[src/rtl/biriscv_mule_if.sv]
// Issue and writeback bundle between the core's issue stage and the MULE
// multiply engine. The core drives the opcode fields and consumes accept and
// the writeback beat. The multiply unit is the responder.
interface biriscv_mule_if;
    logic        opcode_valid_i;
    logic [1:0]  opcode_op_i;
    logic [31:0] opcode_ra_operand_i;
    logic [31:0] opcode_rb_operand_i;
    logic [4:0]  opcode_rd_idx_i;
    logic        opcode_accept_o;
    logic        writeback_valid_o;
    logic [4:0]  writeback_rd_idx_o;
    logic [31:0] writeback_value_o;

    // Issue-stage side
    modport master (
        output opcode_valid_i,
        output opcode_op_i,
        output opcode_ra_operand_i,
        output opcode_rb_operand_i,
        output opcode_rd_idx_i,
        input  opcode_accept_o,
        input  writeback_valid_o,
        input  writeback_rd_idx_o,
        input  writeback_value_o
    );

    // Multiply-unit side
    modport slave (
        input  opcode_valid_i,
        input  opcode_op_i,
        input  opcode_ra_operand_i,
        input  opcode_rb_operand_i,
        input  opcode_rd_idx_i,
        output opcode_accept_o,
        output writeback_valid_o,
        output writeback_rd_idx_o,
        output writeback_value_o
    );
endinterface

[src/rtl/biriscv_mule_unit.sv]
// MULE: iterative RV32M multiplier (MUL/MULH/MULHSU/MULHU).
// Operands are captured as magnitudes plus a result sign. BITS_PER_CYCLE
// multiplier bits are retired per CALC cycle, one FIX cycle applies the sign
// and selects the result half, and a one-cycle writeback strobe follows in DONE.
module biriscv_mule_unit #(
    parameter int BITS_PER_CYCLE = 2
) (
    input  logic          clk_i,
    input  logic          rst_i,
    input  logic          flush_i,
    output logic          busy_o,
    biriscv_mule_if.slave mule_if
);
    localparam int N_ITER = 32 / BITS_PER_CYCLE;

    typedef enum logic [1:0] {
        ST_IDLE = 2'd0,
        ST_CALC = 2'd1,
        ST_FIX  = 2'd2,
        ST_DONE = 2'd3
    } state_t;

    // Magnitude of a 32-bit operand. 0x80000000 maps onto itself, which is
    // the correct unsigned magnitude.
    function automatic logic [31:0] operand_mag(input logic [31:0] val, input logic is_signed);
        logic [31:0] mag;
        if (is_signed && val[31]) begin
            mag = (~val) + 32'd1;
        end else begin
            mag = val;
        end
        return mag;
    endfunction

    state_t      state_q, state_d;
    logic [5:0]  iter_q, iter_d;
    logic [63:0] acc_q, acc_d;
    logic [31:0] mcand_q, mcand_d;
    logic [33:0] mcand3_q, mcand3_d;
    logic [31:0] mpr_q, mpr_d;
    logic        neg_q, neg_d;
    logic [1:0]  op_q, op_d;
    logic [4:0]  rd_q, rd_d;
    logic        wb_valid_q, wb_valid_d;
    logic [4:0]  wb_rd_q, wb_rd_d;
    logic [31:0] wb_value_q, wb_value_d;

    logic        accept_s;
    logic        issue_s;
    logic        ra_signed_s;
    logic        rb_signed_s;
    logic [31:0] ra_mag_s;
    logic [31:0] rb_mag_s;
    logic [35:0] pp_s;
    logic [36:0] sum_s;
    logic [68:0] wide_s;
    logic [63:0] acc_step_s;
    logic [63:0] product_s;

    assign accept_s    = ((state_q == ST_IDLE) || (state_q == ST_DONE)) && !flush_i;
    assign issue_s     = mule_if.opcode_valid_i && accept_s;
    assign ra_signed_s = (mule_if.opcode_op_i == 2'b01) || (mule_if.opcode_op_i == 2'b10);
    assign rb_signed_s = (mule_if.opcode_op_i == 2'b01);
    assign ra_mag_s    = operand_mag(mule_if.opcode_ra_operand_i, ra_signed_s);
    assign rb_mag_s    = operand_mag(mule_if.opcode_rb_operand_i, rb_signed_s);

    // Partial product of the low multiplier digit and the multiplicand
    always_comb begin
        pp_s = 36'd0;
        if (BITS_PER_CYCLE == 2) begin
            case (mpr_q[1:0])
                2'b00:   pp_s = 36'd0;
                2'b01:   pp_s = {4'd0, mcand_q};
                2'b10:   pp_s = {3'd0, mcand_q, 1'b0};
                2'b11:   pp_s = {2'd0, mcand3_q};
                default: pp_s = 36'd0;
            endcase
        end else begin
            for (int j = 0; j < BITS_PER_CYCLE; j++) begin
                if (mpr_q[j]) begin
                    pp_s = pp_s + ({4'd0, mcand_q} << j);
                end else begin
                    pp_s = pp_s;
                end
            end
        end
    end

    // The digit is added at the top of the accumulator and the whole value
    // shifted right by B, which is equivalent to adding at weight B*iter but
    // avoids a 64-bit barrel shifter. After N_ITER steps acc is the product.
    assign sum_s      = {5'd0, acc_q[63:32]} + {1'b0, pp_s};
    assign wide_s     = {sum_s, acc_q[31:0]};
    assign acc_step_s = 64'(wide_s >> BITS_PER_CYCLE);
    assign product_s  = neg_q ? (64'd0 - acc_q) : acc_q;

    // State and datapath registers with synchronous reset
    always_ff @(posedge clk_i) begin
        if (rst_i) begin
            state_q    <= ST_IDLE;
            iter_q     <= 6'd0;
            acc_q      <= 64'd0;
            mcand_q    <= 32'd0;
            mcand3_q   <= 34'd0;
            mpr_q      <= 32'd0;
            neg_q      <= 1'b0;
            op_q       <= 2'd0;
            rd_q       <= 5'd0;
            wb_valid_q <= 1'b0;
            wb_rd_q    <= 5'd0;
            wb_value_q <= 32'd0;
        end else begin
            state_q    <= state_d;
            iter_q     <= iter_d;
            acc_q      <= acc_d;
            mcand_q    <= mcand_d;
            mcand3_q   <= mcand3_d;
            mpr_q      <= mpr_d;
            neg_q      <= neg_d;
            op_q       <= op_d;
            rd_q       <= rd_d;
            wb_valid_q <= wb_valid_d;
            wb_rd_q    <= wb_rd_d;
            wb_value_q <= wb_value_d;
        end
    end

    // Next-state, iteration step, result fix-up and operand capture
    always_comb begin
        state_d    = state_q;
        iter_d     = iter_q;
        acc_d      = acc_q;
        mcand_d    = mcand_q;
        mcand3_d   = mcand3_q;
        mpr_d      = mpr_q;
        neg_d      = neg_q;
        op_d       = op_q;
        rd_d       = rd_q;
        wb_valid_d = 1'b0;
        wb_rd_d    = wb_rd_q;
        wb_value_d = wb_value_q;

        case (state_q)
            ST_IDLE: begin
                state_d = issue_s ? ST_CALC : ST_IDLE;
            end
            ST_CALC: begin
                if (flush_i) begin
                    state_d = ST_IDLE;
                end else begin
                    acc_d  = acc_step_s;
                    mpr_d  = mpr_q >> BITS_PER_CYCLE;
                    iter_d = iter_q + 6'd1;
                    if (iter_q == 6'(N_ITER - 1)) begin
                        state_d = ST_FIX;
                    end else begin
                        state_d = ST_CALC;
                    end
                end
            end
            ST_FIX: begin
                if (flush_i) begin
                    state_d = ST_IDLE;
                end else begin
                    wb_valid_d = 1'b1;
                    wb_rd_d    = rd_q;
                    wb_value_d = (op_q == 2'b00) ? product_s[31:0] : product_s[63:32];
                    state_d    = ST_DONE;
                end
            end
            ST_DONE: begin
                // A new issue here gives back-to-back operation.
                state_d = issue_s ? ST_CALC : ST_IDLE;
            end
            default: begin
                state_d = ST_IDLE;
            end
        endcase

        // issue_s can only be true in IDLE or DONE
        if (issue_s) begin
            iter_d   = 6'd0;
            acc_d    = 64'd0;
            mcand_d  = ra_mag_s;
            mcand3_d = {2'd0, ra_mag_s} + {1'b0, ra_mag_s, 1'b0};
            mpr_d    = rb_mag_s;
            neg_d    = (ra_signed_s && mule_if.opcode_ra_operand_i[31]) ^
                       (rb_signed_s && mule_if.opcode_rb_operand_i[31]);
            op_d     = mule_if.opcode_op_i;
            rd_d     = mule_if.opcode_rd_idx_i;
        end else begin
            op_d = op_d;
        end
    end

    assign busy_o                     = (state_q == ST_CALC) || (state_q == ST_FIX);
    assign mule_if.opcode_accept_o    = accept_s;
    assign mule_if.writeback_valid_o  = wb_valid_q;
    assign mule_if.writeback_rd_idx_o = wb_rd_q;
    assign mule_if.writeback_value_o  = wb_value_q;
endmodule

[src/flat_wrapper.sv]
// flat-port wrapper written by rule: the top's interface ports become plain ports
module biriscv_mule_unit_flat 
#(
    parameter int BITS_PER_CYCLE = 2
)
  (clk_i, rst_i, flush_i, busy_o, mule_if_opcode_valid_i, mule_if_opcode_op_i, mule_if_opcode_ra_operand_i, mule_if_opcode_rb_operand_i, mule_if_opcode_rd_idx_i, mule_if_opcode_accept_o, mule_if_writeback_valid_o, mule_if_writeback_rd_idx_o, mule_if_writeback_value_o);
  biriscv_mule_if mule_if_i ();
  input  logic clk_i;
  input  logic rst_i;
  input  logic flush_i;
  output logic busy_o;
  input wire logic [$bits(mule_if_i.opcode_valid_i)-1:0] mule_if_opcode_valid_i;
  input wire logic [$bits(mule_if_i.opcode_op_i)-1:0] mule_if_opcode_op_i;
  input wire logic [$bits(mule_if_i.opcode_ra_operand_i)-1:0] mule_if_opcode_ra_operand_i;
  input wire logic [$bits(mule_if_i.opcode_rb_operand_i)-1:0] mule_if_opcode_rb_operand_i;
  input wire logic [$bits(mule_if_i.opcode_rd_idx_i)-1:0] mule_if_opcode_rd_idx_i;
  output wire logic [$bits(mule_if_i.opcode_accept_o)-1:0] mule_if_opcode_accept_o;
  output wire logic [$bits(mule_if_i.writeback_valid_o)-1:0] mule_if_writeback_valid_o;
  output wire logic [$bits(mule_if_i.writeback_rd_idx_o)-1:0] mule_if_writeback_rd_idx_o;
  output wire logic [$bits(mule_if_i.writeback_value_o)-1:0] mule_if_writeback_value_o;
  assign mule_if_i.opcode_valid_i = mule_if_opcode_valid_i;
  assign mule_if_i.opcode_op_i = mule_if_opcode_op_i;
  assign mule_if_i.opcode_ra_operand_i = mule_if_opcode_ra_operand_i;
  assign mule_if_i.opcode_rb_operand_i = mule_if_opcode_rb_operand_i;
  assign mule_if_i.opcode_rd_idx_i = mule_if_opcode_rd_idx_i;
  assign mule_if_opcode_accept_o = mule_if_i.opcode_accept_o;
  assign mule_if_writeback_valid_o = mule_if_i.writeback_valid_o;
  assign mule_if_writeback_rd_idx_o = mule_if_i.writeback_rd_idx_o;
  assign mule_if_writeback_value_o = mule_if_i.writeback_value_o;
  biriscv_mule_unit #(.BITS_PER_CYCLE(BITS_PER_CYCLE)) u_core (.clk_i(clk_i), .rst_i(rst_i), .flush_i(flush_i), .busy_o(busy_o), .mule_if(mule_if_i));
endmodule
[config.mk]
export PLATFORM = sky130hd
export DESIGN_NAME = biriscv_mule_unit_flat
export DESIGN_NICKNAME = d
export VERILOG_FILES = /design/src/rtl/biriscv_mule_if.sv /design/src/rtl/biriscv_mule_unit.sv /design/src/flat_wrapper.sv
export SDC_FILE = /design/constraint.sdc
export NUM_CORES = 1
export LEC_CHECK = 0
export CAP_MARGIN = 15
export CORE_MARGIN = 5
export CORE_UTILIZATION = 51
export CTS_BUF_LIST = sky130_fd_sc_hd__clkbuf_4 sky130_fd_sc_hd__clkbuf_8
export DETAILED_ROUTE_END_ITERATION = 6
export MAX_ROUTING_LAYER = met4
export PLACE_DENSITY_LB_ADDON = 0.1
export SYNTH_ARGS = -nofsm -noshare
export SYNTH_HDL_FRONTEND = slang
export SYNTH_SLANG_ARGS = --single-unit
[constraint.sdc]
create_clock -name clk_i -period 8.3 [get_ports clk_i]
set_input_delay 1.66 -clock clk_i [delete_from_list [all_inputs] [get_ports clk_i]]
set_output_delay 1.66 -clock clk_i [all_outputs]
set_load 0.01 [all_outputs]
# == After elaboration in Yosys (flattened, before gate mapping) ==
# Index checks and enable logic that the tools add are counted.
# op_classes
bitwise,5
add_sub_neg,6
reduce_logical,18
mux,14
eq_ne,10
# ops
operator,n
$mux W32,6
$pmux W34 S4,1
$add A32 B1 Y32 const B,2
$mux W64,1
$not A32 Y32,2
$sub A1 B64 Y64 const A,1
$add A32 B33 Y34,1
$add A32 B34 Y34,1
$eq A2 B2 Y1 const B,5
$add A6 B1 Y6 const B,1
$eq A2 B1 Y1 const B,3
$eq A6 B4 Y1 const B,1
$logic_not A2 Y1,3
$mux W2,3
$pmux W2 S3,1
$reduce_and A2 Y1,3
$reduce_or A2 Y1,3
$logic_and A1 B1 Y1,4
$logic_or A1 B1 Y1,3
$mux W1,2
$ne A2 B1 Y1 const B,1
$not A1 Y1,2
$reduce_bool A2 Y1,1
$logic_not A1 Y1,1
$xor A1 B1 Y1,1
# word_totals
output_inout_bits,40
register_bits,216
wordCells,65

# == Depth between registers and ports, before layout ==
# logic_depth
ltp_word,6
ltp_mapped,18
mapped_depth_nobuf,17

# == Least setup slack after synthesis ==
# Ideal clock, no wire load.
# synth_path
kind,input to register
from,input mule_if_opcode_op_i[1]
to,register u_core.mcand3_q[33]
cell_stages,18
slack_ns,2.639
n_path_buf,2
t_arrival_ns,5.545
cell_sequence,inv_1 > ha_1 > nand2b_1 > clkbuf_1 > buf_1 > nor2_1 > xor2_1 > ha_1 > a21o_1 > a21o_1 > a21oi_1 > nor2_1 > o211a_1 > a221oi_2 > a221oi_1 > a221oi_2 > nand2_1 > a41o_1
# synth_between
elab_chain_len,5
word_cells_on_any_way,6
cone_classes,add/sub: 1; eq/ne: 2; mux: 1; reduce/logical: 2
# synth_lines
item,line,rtl
"start, declared",flat_wrapper.sv:13,input wire logic [$bits(mule_if_i.opcode_op_i)-1:0] mule_if_opcode_op_i;
$eq A2 B1 Y1 / $eq A2 B2 Y1 (equally long branches),biriscv_mule_unit.sv:62,assign ra_signed_s = (mule_if.opcode_op_i == 2'b01) || (mule_if.opcode_op_i == 2'b10);
$logic_or A1 B1 Y1 (*),biriscv_mule_unit.sv:62,
$logic_and A1 B1 Y1 (*),biriscv_mule_unit.sv:27,if (is_signed && val[31]) begin
$mux W32 (*),biriscv_mule_unit.sv:27,
net u_core.ra_mag_s[2],biriscv_mule_unit.sv:52,logic [31:0] ra_mag_s;
$add A32 B33 Y34 (*),biriscv_mule_unit.sv:185,"mcand3_d = {2'd0, ra_mag_s} + {1'b0, ra_mag_s, 1'b0};"
"end signal, assigned",biriscv_mule_unit.sv:117,mcand3_q <= mcand3_d;
"end, declared",biriscv_mule_unit.sv:39,"logic [33:0] mcand3_q, mcand3_d;"
# Mark *: on every way through the listed nets, which the timed path passes. The rest lies on a longest branch.
# A chain may end at the register's enable or synchronous reset.

# == Final worst setup path ==
# layout_path
from,input mule_if_opcode_op_i[1]
to,register u_core.mcand3_q[31]
# The elaborated chain is that of the path after synthesis.

==> results.yml <==
status:
  status: "completed"
floorplan:
  fp.dieH_microns: 177.8
  start_util: 0.5167
  rows: 61
  io_pins: 115
  die_x_microns: 177.8
  core-area_sq_mm: 0.02778
  die-area_sq_mm: 0.03160
drt:
  wl_mm: 38.52
  drt.antenna.violating_nets: 0
  vias: 13400
  routedWlPerCell_microns: 16.51
  vias_per_cell: 5.745
  drt_iter0_markers: 834
  post-route-drc-count: 0
  drt_pass1_iterations: 7
sta:
  setup_tns_ns: 0
  worst_pin_slew_ns: 1.177
  setup_viol: 0
  slew_headroom: 0.2133
  rsz0062_at_grt: "no"
  final_max_slew_viol_count: 0
  fmax_mhz: 160.4
  hold_violations: 0
  layout_worst_path_cycle_share: 0.7511
  min_period_ns: 6.234
  clock_skew_ns: 0.02299
yosys:
  async_reset_ff_frac: 0
  syn_area_sq_mm: 0.01435
  avgSynthCellArea_sq_um: 7.668
  synth-edff-count: 0
  ys.flop_type: "dfxtp_1"
  synth_cells: 1872
  yosysWarnings: 0
  synth_cell_types: 74
  synth_seq_area_share: 0.2999
  synth_seq_cells: 215
  syn_nets: 2018
critical_path:
  critPathLaunchType: "primary input"
  endpoint_kind: "flop"
  cp.required_ns: 8.73
  arrival_ns: 6.66
  reg2reg_slack_ns: 3.14
  crit_fanout: 10
  worstSetupPathType: "primary input to flop"
layout:
  n_antenna_cell: 0
  nFillCells: 2637
  fin_cells: 2333
  drive_gt1_frac: 0.07775
  layout.nets: 2080
  area_growth_syn_to_layout_pct: 14.65
flow_run:
  cap_viol_max_count: 0
cts:
  clk_pin_slew_ns: 0.06
  cts_resized: 0
  post-cts-setup-buffers: 0
  clock-sinks: 215
  cts_buffers: 38
  ctsHoldBuffers: 0
  htree_levels: 2
  cts-root-buf: "clkbuf_8"
  clockBufferDepth: 3
  cts_tree: "yes"
  insertion_delay_ns: 0.54
worst_hold_path:
  hold_path.class: "flop to flop"
grt:
  grt_pass1_wl_mm: 63.56
  grt_max_degree: 97
  grt_use_total: 0.2476
  grt_pass1_vias: 12540
  grt_overflow: 0
  antenna_found_initial: 0
placed_design:
  hpwl_mm: 27.89
  place_congestion: 0.9110
  port_buffers: 114
  dp.cells: 2272
pwr:
  ir_drop_v: 0.0001273
  powerDensity_mw_per_mm2: 166.9
  power_leakage_uw: 0.006628
[where the power goes]
group | internal (uW) | switching (uW) | leakage (uW)
registers | 1080 | 28.7 | 0.00175
clock network | 552 | 426 | 0.000401
logic | 279 | 382 | 0.00448
[Yosys cell counts (5+ instances only)]
master | count | area [sq um]
nand4_1 | 13 | 81.33
and3_1 | 15 | 93.84
a211oi_1 | 23 | 172.7
a31oi_1 | 11 | 68.82
and2_1 | 7 | 43.79
inv_1 | 40 | 150.1
nor4_1 | 14 | 87.58
nor2_1 | 181 | 679.4
a311oi_1 | 36 | 315.3
nand2_1 | 330 | 1239
clkbuf_1 | 83 | 311.6
or2_2 | 5 | 31.28
o41ai_1 | 12 | 105.1
o31ai_1 | 26 | 195.2
nor3b_1 | 6 | 45.04
o21bai_1 | 11 | 82.58
nand2b_1 | 16 | 100.1
mux2_2 | 32 | 360.4
a21oi_1 | 186 | 930.9
ha_1 | 69 | 863.3
o21ai_0 | 57 | 285.3
or4_1 | 10 | 75.07
xor2_1 | 80 | 700.7
buf_1 | 22 | 82.58
a21o_1 | 42 | 315.3
xnor2_1 | 90 | 788.3
or3_1 | 17 | 106.4
nor3_1 | 50 | 250.2
nor2b_1 | 13 | 81.33
dfxtp_1 | 215 | 4304
a22o_1 | 38 | 332.8
o211ai_1 | 18 | 135.1
nand3_1 | 21 | 105.1
[registers in the layout, indices dropped and copies added (netlist names)]
signal and count:
u_core.state_q 2, u_core.mule_if.writeback_valid_o 1, u_core.rd_q 5, u_core.mule_if.writeback_rd_idx_o 5, u_core.mule_if.writeback_value_o 32, u_core.acc_q 64, u_core.mcand_q 31, u_core.iter_q 6
u_core.mcand3_q 34, u_core.op_q 2, u_core.mpr_q 32, u_core.neg_q 1
[layout by cell type, fill, tap and decap left out, types with 42 or more instances in the layout]
master / n
clkbuf_8: 47
nand2_1: 329
ha_1: 69
nor3_1: 50
dfxtp_1: 214
o21ai_0: 57
nor2_1: 179
clkdlybuf4s50_1: 113
xor2_1: 80
xnor2_1: 90
a21o_1: 42
a21oi_1: 186
[metal layers]
layer | up-vias | routed length, microns | share of wire | global-route usage
li1 | 6794 | - | - | -
met1 | 6223 | 18360 | 0.48 | 0.3430
met2 | 314 | 17200 | 0.45 | 0.3803
met3 | 73 | 1781 | 0.046 | 0.02812
met4 | 0 | 1179 | 0.031 | 0.07831
met5 | - | 0 | 0 | -
[critical path, stage by stage]
cell and delay (ns):
clkdlybuf4s50_1 0.47, inv_1 0.05, ha_1 0.37, nor2b_1 0.59
o21ai_0 0.39, ha_1 0.32, fa_1 0.42, a21o_1 0.18
a21o_1 0.21, a21oi_1 0.19, nor2_1 0.11, o211a_1 0.29
a221oi_2 0.37, a221oi_1 0.22, a221oi_2 0.46, o22ai_1 0.12
a41o_1 0.23
[path summary, 6_finish.rpt]
| path | startpoint | endpoint | depth (start not counted) |
|---|---|---|---|
| max | mule_if_opcode_op_i[1] | u_core.mcand3_q[31]$_SDFFE_PP0P_ | 17 |
| min | u_core.mcand3_q[5]$_SDFFE_PP0P_ | u_core.mcand3_q[5]$_SDFFE_PP0P_ | 2 |
| max reg2reg | u_core.mpr_q[1]$_SDFFE_PP0P_ | u_core.acc_q[63]$_SDFFE_PP0P_ | 14 |
| min reg2reg | u_core.mcand3_q[5]$_SDFFE_PP0P_ | u_core.mcand3_q[5]$_SDFFE_PP0P_ | 2 |
[per-stage QoR]
stage	instance area, sq um	utilization	worst slack [ns]	total power (uW)	hold WS [ns]
after floorplan	14350	-	2.639	1610	0.4141
after global placement	15710	0.5654	1.641	1774	0.4357
after detailed placement	15710	0.5654	1.508	1782	0.4400
after CTS	16460	0.5924	2.068	2761	0.4491
after global routing	16460	0.5924	1.746	2895	0.4644
final	16460	0.5924	2.066	2747	0.4469
[final cells by class]
type,instances,area (sq um),share of cell area
multi-input combinational,1508,9513,0.5780
sequential,215,4305,0.2616
timing repair buffer,131,1266,0.07694
clock buffer,57,721.9,0.04387
tap,378,473.0,0.02874
inverter,40,150.1,0.009123
clock inverter,4,27.53,0.001673
[cell families after synthesis]
group	after synthesis	synth area share
compound gates	511	0.2390
flops	215	0.2999
fa+ha+maj	73	0.06433
mux	36	0.02877
xor+xnor	170	0.1037
buf+inv	149	0.03975
simple gates	718	0.2245
No activity file was read; power rests on OpenSTA's default activity.
